`src/rtl/poly_square_synth.sv`:
```
// Polyphonic PS/2-keyed square-wave synthesiser: scan-code parser, voice allocator,
// per-voice oscillators, fixed-rate mixer and saturating volume. Optional VOICE_STEAL_EN.
module poly_square_synth #(
  parameter int unsigned VOICES     = 4,
  parameter int unsigned SAMPLE_DIV = 1042,
  parameter logic [15:0] VOL_STEP   = 16'h0FFF,
  parameter int unsigned HP_SHIFT   = 0
) (
  input  logic                     clock,
  input  logic                     reset,
  input  logic [7:0]               data,
  input  logic                     valid_data,
  input  logic                     volume_plus,
  input  logic                     volume_minus,
  output logic signed [15:0]       square_wave,
  output logic                     wr,
  output logic [VOICES-1:0]        voice_busy,
  output logic [7:0]               last_key
);

  localparam int unsigned VW    = (VOICES > 1) ? $clog2(VOICES) : 1;
  localparam int unsigned LOG2V = $clog2(VOICES);
  localparam int unsigned DIV_W = $clog2(SAMPLE_DIV);

  typedef enum logic [1:0] {P_IDLE, P_BREAK, P_EXT, P_EXTBRK} pstate_e;

  function automatic logic [16:0] half_period(input logic [3:0] idx);
    logic [16:0] raw;
    case (idx)
      4'd0:    raw = 17'd95555;
      4'd1:    raw = 17'd90192;
      4'd2:    raw = 17'd85130;
      4'd3:    raw = 17'd80352;
      4'd4:    raw = 17'd75842;
      4'd5:    raw = 17'd71585;
      4'd6:    raw = 17'd67568;
      4'd7:    raw = 17'd63775;
      4'd8:    raw = 17'd60196;
      4'd9:    raw = 17'd56817;
      4'd10:   raw = 17'd53628;
      4'd11:   raw = 17'd50618;
      default: raw = '0;
    endcase
    return raw >> HP_SHIFT;
  endfunction

  pstate_e            p_state_q, p_state_d;
  logic [DIV_W-1:0]   div_q, div_d;
  logic [15:0]        volume_q, volume_d;
  logic [15:0]        square_wave_q, square_wave_d;
  logic               wr_q, wr_d;
  logic [7:0]         last_key_q, last_key_d;
  logic [VOICES-1:0]  busy_q, busy_d;
  logic [VOICES-1:0]  phase_q, phase_d;
  logic [3:0]         key_q [VOICES];
  logic [3:0]         key_d [VOICES];
  logic [16:0]        cnt_q [VOICES];
  logic [16:0]        cnt_d [VOICES];
`ifdef VOICE_STEAL_EN
  logic [VW-1:0]      steal_ptr_q, steal_ptr_d;
`endif

  logic               key_hit;
  logic [3:0]         key_idx;
  logic               note_on, note_off;
  logic               dup, free_found, load_en;
  logic [VW-1:0]      free_sel, load_sel;
  logic [VOICES-1:0]  wrap;
  logic               tick;
  logic [15:0]        amp, mix_val;
  logic [16:0]        vol_sum;

  always_comb begin
    key_hit = 1'b1;
    key_idx = '0;
    case (data)
      8'h15:   key_idx = 4'd0;
      8'h1D:   key_idx = 4'd1;
      8'h24:   key_idx = 4'd2;
      8'h2D:   key_idx = 4'd3;
      8'h2C:   key_idx = 4'd4;
      8'h35:   key_idx = 4'd5;
      8'h3C:   key_idx = 4'd6;
      8'h43:   key_idx = 4'd7;
      8'h44:   key_idx = 4'd8;
      8'h4D:   key_idx = 4'd9;
      8'h54:   key_idx = 4'd10;
      8'h5B:   key_idx = 4'd11;
      default: key_hit = 1'b0;
    endcase
  end

  always_comb begin
    p_state_d = p_state_q;
    note_on   = 1'b0;
    note_off  = 1'b0;
    if (valid_data) begin
      unique case (p_state_q)
        P_IDLE: begin
          if (data == 8'hF0)      p_state_d = P_BREAK;
          else if (data == 8'hE0) p_state_d = P_EXT;
          else                    note_on   = key_hit;
        end
        P_BREAK: begin
          note_off  = key_hit;
          p_state_d = P_IDLE;
        end
        P_EXT:    p_state_d = (data == 8'hF0) ? P_EXTBRK : P_IDLE;
        P_EXTBRK: p_state_d = P_IDLE;
        default:  p_state_d = P_IDLE;
      endcase
    end
  end

  always_comb begin
    dup        = 1'b0;
    free_found = 1'b0;
    free_sel   = '0;
    for (int unsigned v = 0; v < VOICES; v++) begin
      if (busy_q[v] && (key_q[v] == key_idx)) dup = 1'b1;
      if (!busy_q[v] && !free_found) begin
        free_found = 1'b1;
        free_sel   = VW'(v);
      end
    end
  end

  always_comb begin
    load_en  = 1'b0;
    load_sel = free_sel;
`ifdef VOICE_STEAL_EN
    steal_ptr_d = steal_ptr_q;
`endif
    if (note_on && !dup) begin
      if (free_found) begin
        load_en = 1'b1;
      end
`ifdef VOICE_STEAL_EN
      else begin
        load_en     = 1'b1;
        load_sel    = steal_ptr_q;
        steal_ptr_d = (steal_ptr_q == VW'(VOICES - 1)) ? '0 : steal_ptr_q + 1'b1;
      end
`endif
    end
  end

  always_comb begin
    for (int unsigned v = 0; v < VOICES; v++) begin
      wrap[v] = ({1'b0, cnt_q[v]} + 18'd1) >= {1'b0, half_period(key_q[v])};
    end
  end

  // Oscillators advance first; a load or release on the same edge overrides that voice.
  always_comb begin
    busy_d     = busy_q;
    phase_d    = phase_q;
    key_d      = key_q;
    cnt_d      = cnt_q;
    last_key_d = last_key_q;
    for (int unsigned v = 0; v < VOICES; v++) begin
      if (busy_q[v]) begin
        if (wrap[v]) begin
          cnt_d[v]   = '0;
          phase_d[v] = ~phase_q[v];
        end else begin
          cnt_d[v] = cnt_q[v] + 17'd1;
        end
      end else begin
        cnt_d[v]   = '0;
        phase_d[v] = 1'b0;
      end
      if (load_en && (VW'(v) == load_sel)) begin
        busy_d[v]  = 1'b1;
        key_d[v]   = key_idx;
        cnt_d[v]   = '0;
        phase_d[v] = 1'b0;
      end
      if (note_off && busy_q[v] && (key_q[v] == key_idx)) begin
        busy_d[v]  = 1'b0;
        cnt_d[v]   = '0;
        phase_d[v] = 1'b0;
      end
    end
    if (load_en) last_key_d = data;
  end

  assign amp = volume_q >> (LOG2V + 1);

  always_comb begin
    mix_val = '0;
    for (int unsigned v = 0; v < VOICES; v++) begin
      if (busy_q[v]) mix_val = phase_q[v] ? (mix_val + amp) : (mix_val - amp);
    end
  end

  assign tick    = (div_q == DIV_W'(SAMPLE_DIV - 1));
  assign vol_sum = {1'b0, volume_q} + {1'b0, VOL_STEP};

  always_comb begin
    div_d         = tick ? '0 : div_q + 1'b1;
    wr_d          = tick;
    square_wave_d = tick ? mix_val : square_wave_q;
    volume_d      = volume_q;
    if (volume_plus && !volume_minus) begin
      volume_d = vol_sum[16] ? '1 : vol_sum[15:0];
    end else if (volume_minus && !volume_plus) begin
      volume_d = (volume_q < VOL_STEP) ? '0 : volume_q - VOL_STEP;
    end
  end

  always_ff @(posedge clock or posedge reset) begin
    if (reset) begin
      p_state_q     <= P_IDLE;
      div_q         <= '0;
      volume_q      <= 16'h3FFF;
      square_wave_q <= '0;
      wr_q          <= 1'b0;
      last_key_q    <= '0;
      busy_q        <= '0;
      phase_q       <= '0;
      for (int unsigned v = 0; v < VOICES; v++) begin
        key_q[v] <= '0;
        cnt_q[v] <= '0;
      end
`ifdef VOICE_STEAL_EN
      steal_ptr_q <= '0;
`endif
    end else begin
      p_state_q     <= p_state_d;
      div_q         <= div_d;
      volume_q      <= volume_d;
      square_wave_q <= square_wave_d;
      wr_q          <= wr_d;
      last_key_q    <= last_key_d;
      busy_q        <= busy_d;
      phase_q       <= phase_d;
      for (int unsigned v = 0; v < VOICES; v++) begin
        key_q[v] <= key_d[v];
        cnt_q[v] <= cnt_d[v];
      end
`ifdef VOICE_STEAL_EN
      steal_ptr_q <= steal_ptr_d;
`endif
    end
  end

  assign square_wave = square_wave_q;
  assign wr          = wr_q;
  assign voice_busy  = busy_q;
  assign last_key    = last_key_q;

endmodule

```
`config.mk`:
```
export PLATFORM = sky130hd
export DESIGN_NAME = poly_square_synth
export DESIGN_NICKNAME = d
export VERILOG_FILES = /design/src/rtl/poly_square_synth.sv
export SDC_FILE = /design/constraint.sdc
export NUM_CORES = 1
export LEC_CHECK = 0
export ABC_AREA = 1
export CORE_UTILIZATION = 58
export DETAILED_ROUTE_END_ITERATION = 10
export PLACE_DENSITY = 0.76
export SLEW_MARGIN = 20
export SYNTH_ARGS = -nofsm -noshare
export SYNTH_HDL_FRONTEND = slang
export SYNTH_SLANG_ARGS = --single-unit
```
`constraint.sdc`:
```
create_clock -name clock -period 4.7 [get_ports clock]
set_clock_uncertainty 0.1 [all_clocks]
set_input_delay 0.47 -clock clock [delete_from_list [all_inputs] [get_ports clock]]
set_output_delay 0.47 -clock clock [all_outputs]
set_load 0.01 [all_outputs]
```
==> results of run 1 <==
## cell usage in the layout (no fill, tap or decap), drive strengths merged, types with 14 or more instances in the layout
cell type / netlist / layout
xnor2: 17 / 17
clkdlybuf4s50: 0 / 41
clkbuf: 43 / 17
a31oi: 20 / 20
buf: 19 / 276
nor2: 231 / 231
a21oi: 119 / 119
nor3: 84 / 84
ha: 145 / 145
xor2: 76 / 76
nand2: 609 / 609
dfstp: 14 / 14
inv: 282 / 290
nand4: 47 / 47
nand3: 162 / 162
dfrtp: 132 / 132
o21ai: 149 / 149
## worst reg2reg max path, delay by kind of cell (launching register included)
family | cells | cell delay, ns
and+or+nand+nor | 19 | 1.80
AOI/OAI and AO/OA | 7 | 1.28
adders and majority gates | 3 | 0.98
DFF | 1 | 0.60
xor gates and xnor gates | 1 | 0.17
buffers and inverters | 3 | 0.17
## final cells by class
| type | count | area share, % |
|---|---|---|
| Clock buffer | 17 | 2.20 |
| Clock inverter | 15 | 0.966 |
| Inverter | 287 | 5.63 |
| Multi-Input combinational cell | 1761 | 57.0 |
| Sequential cell | 146 | 19.0 |
| Tap cell | 330 | 2.14 |
| Timing Repair Buffer | 317 | 13.0 |
## timing repair
action,4_1_cts,5_1_grt
gates resized for setup,142,122
buffers inserted,39,25
pin swaps,70,72
endpoints found under the setup margin,12,12
hold buffers,0,0
## synthesized netlist by cell type (5+ instances only)
cell / instances / area [µm²]
dfrtp_1: 132 / 3300
clkinv_1: 5 / 18.8
clkbuf_1: 43 / 161
o21bai_1: 6 / 45.0
nor2_1: 224 / 841
dfstp_2: 14 / 368
a21oi_1: 118 / 591
xnor2_1: 17 / 149
nand3_4: 5 / 87.6
o211ai_1: 8 / 60.1
nand2_1: 601 / 2260
or2_2: 7 / 43.8
xor2_1: 76 / 666
ha_1: 145 / 1810
nor2_2: 5 / 31.3
nand3b_1: 8 / 60.1
nor4_1: 8 / 50.1
nand3_1: 154 / 771
o21a_1: 5 / 37.5
a21o_1: 6 / 45.0
a31oi_1: 20 / 125
nor3_1: 82 / 410
a22oi_1: 7 / 52.6
nand4_1: 46 / 288
nor3b_1: 12 / 90.1
o21ai_0: 143 / 716
buf_2: 10 / 50.1
inv_1: 271 / 1020
o22ai_1: 9 / 56.3
inv_2: 11 / 41.3
## path summary, 6_finish.rpt
kind	start	endpoint	slack (ns)
worst max-delay path	volume_q[5]	square_wave[15]	-0.47
worst min-delay path	square_wave[3]	square_wave[3]	0.38
worst max register to register	volume_q[5]	square_wave[15]	-0.47
min in group asynchronous	reset	cnt_q[46]	0.46
worst min register to register	square_wave[3]	square_wave[3]	0.38
max in group asynchronous	reset	cnt_q[15]	3.21
## layer usage
metal  vias up  part of all wire (%)
met2       652                    49
li1       7967                     -
met5         -                     0
met3       178                   6.0
met1      7555                    41
met4         0                   4.7
## power groups by stage
stage,combinational [mW],sequential (mW),clock [mW]
6_report,7.20,1.56,1.50
5_1_grt,7.69,1.57,1.55
4_1_cts,6.11,1.55,1.51
3_5_place_dp,5.26,1.57,0
3_3_place_gp,5.17,1.56,0
2_1_floorplan,3.02,1.53,0
## state kept, by name, summed over array words and instances (netlist names)
register / flops
p_state_q: 2
volume_q: 16
div_q: 11
square_wave: 16
voice_busy: 4
phase_q: 4
cnt_q: 68
key_q: 16
last_key: 8
wr: 1
## logic make-up (layout without fill, tap and decap cells)
family | after synthesis | after routing | synth area share (%)
adder cells (fa/ha/maj) | 148 | 148 | 12.7
AND/OR/NAND/NOR | 1176 | 1176 | 34.7
XOR/XNOR | 93 | 93 | 5.51
flip-flops | 146 | 146 | 24.8
AO/OA/AOI/OAI | 344 | 344 | 13.1
buffers and inverters | 349 | 636 | 9.17
## metrics by stage
step	setup WS, ns	cells	hold slack (ns)
3_5_place_dp	-0.611	2777	0.367
3_3_place_gp	-0.542	2777	0.365
4_1_cts	-0.188	2848	0.386
5_1_grt	-0.792	2873	0.410
2_1_floorplan	-0.0267	2256	0.361
6_report	-0.471	2873	0.378
==> results_dict.tcl, run 1 <==
set metrics [dict create \
    status "finished, violations left" \
    violations "setup timing" \
    seq_power_share_pct 15.2 \
    drt_pre_antenna_iters 6 \
    insertion_delay_ns 0.46 \
    cts_max_level 4 \
    final_area_mm2 0.0193 \
    combinationalPowerShare_pct 70.2 \
    cts_tree "yes" \
    grt_pass1_wl_um 73600 \
    hpwl_um 32800 \
    synthFlopType "dfrtp_1" \
    async_flop_share_pct 100 \
    viasPerCell 5.69 \
    clock_sinks 146 \
    layout-drive-gt1-share_pct 23.3 \
    cp-end-kind "register" \
    fin_tns_setup_ns -2.92 \
    antenna_left 0 \
    critPathTopFamily "simple AND/OR/NAND/NOR gates" \
    cts_buffer_depth 2 \
    place.gp.congestion 1.01 \
    final_hold_viol_count 0 \
    num_antenna_cells 0 \
    die-area_mm2 0.0262 \
    area_delta_synth_final_pct 30.5 \
    path_depth 33 \
    crit_buf_inv 3 \
    ff_latch_area_mm2 0.00367 \
    grt_usage_pct 34.7 \
    cp_data_arrival_time_ns 5.47 \
    max_slew_margin_pct 38.7 \
    cp_max_fo 5 \
    numCtsBuffers 17 \
    synth-seq-cells 146 \
    layout_worst_path_cycle_share_pct 110 \
    die_h_um 162 \
    io_buffers 41 \
    period_minus_slack_ns 5.17 \
    p_per_area_mw_per_mm2 531 \
    rows 58 \
    layout_setup_ws_ns -0.471 \
    cap_violations 0 \
    yosys_warnings 0 \
    p_int_mw 5.59 \
    coreArea_mm2 0.0251 \
    cp_common_cell "nand2_4" \
    rr_worst_depth 33 \
    ir_drop_uv 350 \
    routed_wirelength_um 47400 \
    synth.distinct_cells 56 \
    fmax_mhz 193 \
    holdCritPathClass "register to register" \
    wire_per_inst_um 16.5 \
    initial_core_util_pct 58.9 \
    critical-path-max-stage-delay_ns 0.60 \
    cp.required_ns 5.00 \
    worst_path_max_delay_cell "dfstp_2" \
    rsz0062_at_grt "yes" \
    holdPathStages 2 \
    antenna_found_initial 0 \
    switchingPower_mw 4.67 \
    grtUsageMet2_pct 61.9 \
    num_io_pins 42 \
    setup_viol 10 \
    worst_pin_slew_ns 0.920 \
    grt_overflow_total 0 \
    clock_power_share_pct 14.6 \
    grtUsageMet3_pct 4.32 \
    crit_type "register to register" \
    multi_input_area_mm2 0.0110 \
    post-route-drc-count 0 \
    clock-root-buffer "clkbuf_16" \
    utilization_pct 76.9 \
    vias 16400 \
    synth_area_mm2 0.0148 \
    die_w_um 162 \
    leakage_nw 9.86 \
    path_clk_slew_ns 0.08 \
    synth_edf_count 0 \
    syn_area_per_cell_um2 6.56 \
    synthCells 2256 \
    grt.met1_usage_pct 41.7 \
    drt_iter0_markers 1407 \
    grt_pass1_vias 15500 \
    critPathLaunchType "register" \
    power_mw 10.3 \
    ys_seq_area_share_pct 24.8 \
    final_max_slew_viol_count 0 \
    grt-busiest-layer "met2" \
    grt_max_degree 88 \
    p_sw_share_pct 45.5 \
    fillerInstances 1867 \
    place_area_mm2 0.0172 \
    final_nets 2691 \
    postSynthNetCount 2417 \
]
Note: power is estimated with default switching activity, not from simulation.
==> run 2, diff against run 1 <==
--- a/config.mk
+++ b/config.mk
@@ -6,9 +6,9 @@
 export NUM_CORES = 1
 export LEC_CHECK = 0
 export ABC_AREA = 1
-export CORE_UTILIZATION = 58
+export CORE_UTILIZATION = 64
 export DETAILED_ROUTE_END_ITERATION = 10
-export PLACE_DENSITY = 0.76
+export PLACE_DENSITY = 0.79
 export SLEW_MARGIN = 20
 export SYNTH_ARGS = -nofsm -noshare
 export SYNTH_HDL_FRONTEND = slang
==> constraint.sdc (replaced) <==
create_clock -name clock -period 5.2 [get_ports clock]
set_clock_uncertainty 0.1 [all_clocks]
set_input_delay 0.52 -clock clock [delete_from_list [all_inputs] [get_ports clock]]
set_output_delay 0.52 -clock clock [all_outputs]
set_load 0.01 [all_outputs]
==> run 2 against run 1 <==
  * The run still ends with setup timing left
  * Total power fell by 18%
  * Critical path depth rose by 1
  * Hold slack improved by 0.017 ns
  * Combinational power fell by 23%
  * Sequential power fell by 8%
  * Highest routed layer unchanged
==> results_dict.tcl, run 2 (same netlist as run 1, synthesis figures left out) <==
set metrics [dict create \
    vias 16600 \
    numCtsBuffers 17 \
    layout_worst_path_cycle_share_pct 105 \
    wire_per_inst_um 17.5 \
    antenna_found_initial 0 \
    ir_drop_uv 296 \
    multi_input_area_mm2 0.0109 \
    holdCritPathClass "register to register" \
    cp-end-kind "register" \
    drt_pre_antenna_iters 6 \
    antenna_left 0 \
    wl_met3_um 4170 \
    cts_max_level 4 \
    m1WireLength_um 18600 \
    critical-path-max-stage-delay_ns 0.62 \
    num_antenna_cells 0 \
    final_max_slew_viol_count 0 \
    critPathLaunchType "register" \
    place.gp.congestion 0.989 \
    die_h_um 154 \
    period_minus_slack_ns 5.43 \
    path_clk_slew_ns 0.08 \
    cts_tree "yes" \
    drt_iter0_markers 1641 \
    layout-drive-gt1-share_pct 18.7 \
    status "finished, violations left" \
    post-route-drc-count 0 \
    final_nets 2584 \
    worst_hold_slack_ns 0.395 \
    cp_max_fo 6 \
    cp.required_ns 5.43 \
    top_layer "met4" \
    cts_buffer_depth 2 \
    viasPerCell 6.08 \
    rsz0062_at_grt "yes" \
    die_w_um 154 \
    io_buffers 41 \
    grt_pass1_vias 15000 \
    coreArea_mm2 0.0226 \
    ctsHoldBuffers 0 \
    area_delta_synth_final_pct 23.8 \
    fmax_mhz 184 \
    max_slew_margin_pct 34.0 \
    place_ws_ns -0.240 \
    grt_max_degree 75 \
    grt_pass1_wl_um 70400 \
    final_hold_viol_count 0 \
    route.met2.wl_um 22600 \
    cap_violations 0 \
    worst_path_max_delay_cell "dfstp_2" \
    final_cell_mix "551 x nand2_1, 257 x inv_1, 204 x nor2_1" \
    holdPathStages 2 \
    clock-root-buffer "clkbuf_16" \
    clock_sinks 146 \
    insertion_delay_ns 0.45 \
    final_area_mm2 0.0183 \
    cp_common_cell "nand2_1" \
    fin_tns_setup_ns -0.803 \
    layout_commonest_cell "nand2_1" \
    grt_usage_pct 36.6 \
    largest_reg_flops 68 \
    initial_core_util_pct 65.3 \
    utilization_pct 80.9 \
    leakage_nw 9.38 \
    worst_pin_slew_ns 0.990 \
    hpwl_um 32200 \
    violations "setup timing" \
    setup_viol 7 \
    num_io_pins 42 \
    routed_wirelength_um 47600 \
    rows 55 \
    grt_overflow_total 0 \
    rr_worst_depth 34 \
    p_per_area_mw_per_mm2 457 \
    crit_type "register to register" \
    fillerInstances 1549 \
    cp_data_arrival_time_ns 5.66 \
    layout_setup_ws_ns -0.234 \
    place_area_mm2 0.0163 \
    die-area_mm2 0.0237 \
    largest-register "cnt_q" \
    ff_latch_area_mm2 0.00367 \
]
## run 2: changes by cell type in the layout (fill, tap and decap cells not counted), sizes merged
cell / change
buf: -107
clkbuf: +1
clkinv: +1
clkinvlp: -1
inv: -1
## run 2: path summary, 6_finish.rpt
kind	from	endpoint	slack, ns
setup / recovery	volume_q[6]	square_wave[15]	-0.23
hold / removal	square_wave[9]	square_wave[9]	0.40
setup reg to reg	volume_q[6]	square_wave[15]	-0.23
hold reg to reg	square_wave[9]	square_wave[9]	0.40
max in group asynchronous	reset	voice_busy[1]	3.51
min in group asynchronous	reset	cnt_q[8]	0.48
## run 2: final cells by class
cell class | count | area share (%)
inverters | 287 | 5.93
multi-input cells | 1761 | 59.3
flip-flops and latches | 146 | 20.0
repair buffers | 210 | 9.38
clock inverters | 14 | 1.01
well taps | 285 | 1.95
clock buffers | 18 | 2.40
## run 2: worst max-delay path: cells and delay by family (launching register included)
family	cells	cell delay (ns)
flip-flops	1	0.62
AND/OR/NAND/NOR	19	2.03
adder cells (fa/ha/maj)	3	1.03
AO/OA/AOI/OAI	7	1.00
buffers and inverters	5	0.53
## run 2: where the power goes
group | internal, mW | switching [mW] | total, mW
Combinational | 2.41 | 3.17 | 5.57
Sequential | 1.28 | 0.142 | 1.43
Clock | 0.749 | 0.618 | 1.37
Total | 4.44 | 3.93 | 8.37
## run 2: timing repair
action                     in CTS  in global routing
setup endpoints to repair       8                 10
resized for setup              49                229
pin swaps                      10                102
buffers inserted                2                 30
## run 2: per-layer routing
| metal | global-route usage [%] | up-vias |
|---|---|---|
| li1 | - | 7748 |
| met1 | 46.4 | 7684 |
| met2 | 62.1 | 880 |
| met3 | 5.83 | 238 |
| met4 | 14.8 | 0 |
| met5 | 0 | - |
## run 2: through the flow
step	power, mW	instances
2_1_floorplan	3.92	2256
3_3_place_gp	5.31	2657
3_5_place_dp	5.42	2657
4_1_cts	6.98	2691
5_1_grt	8.82	2721
6_report	8.37	2721
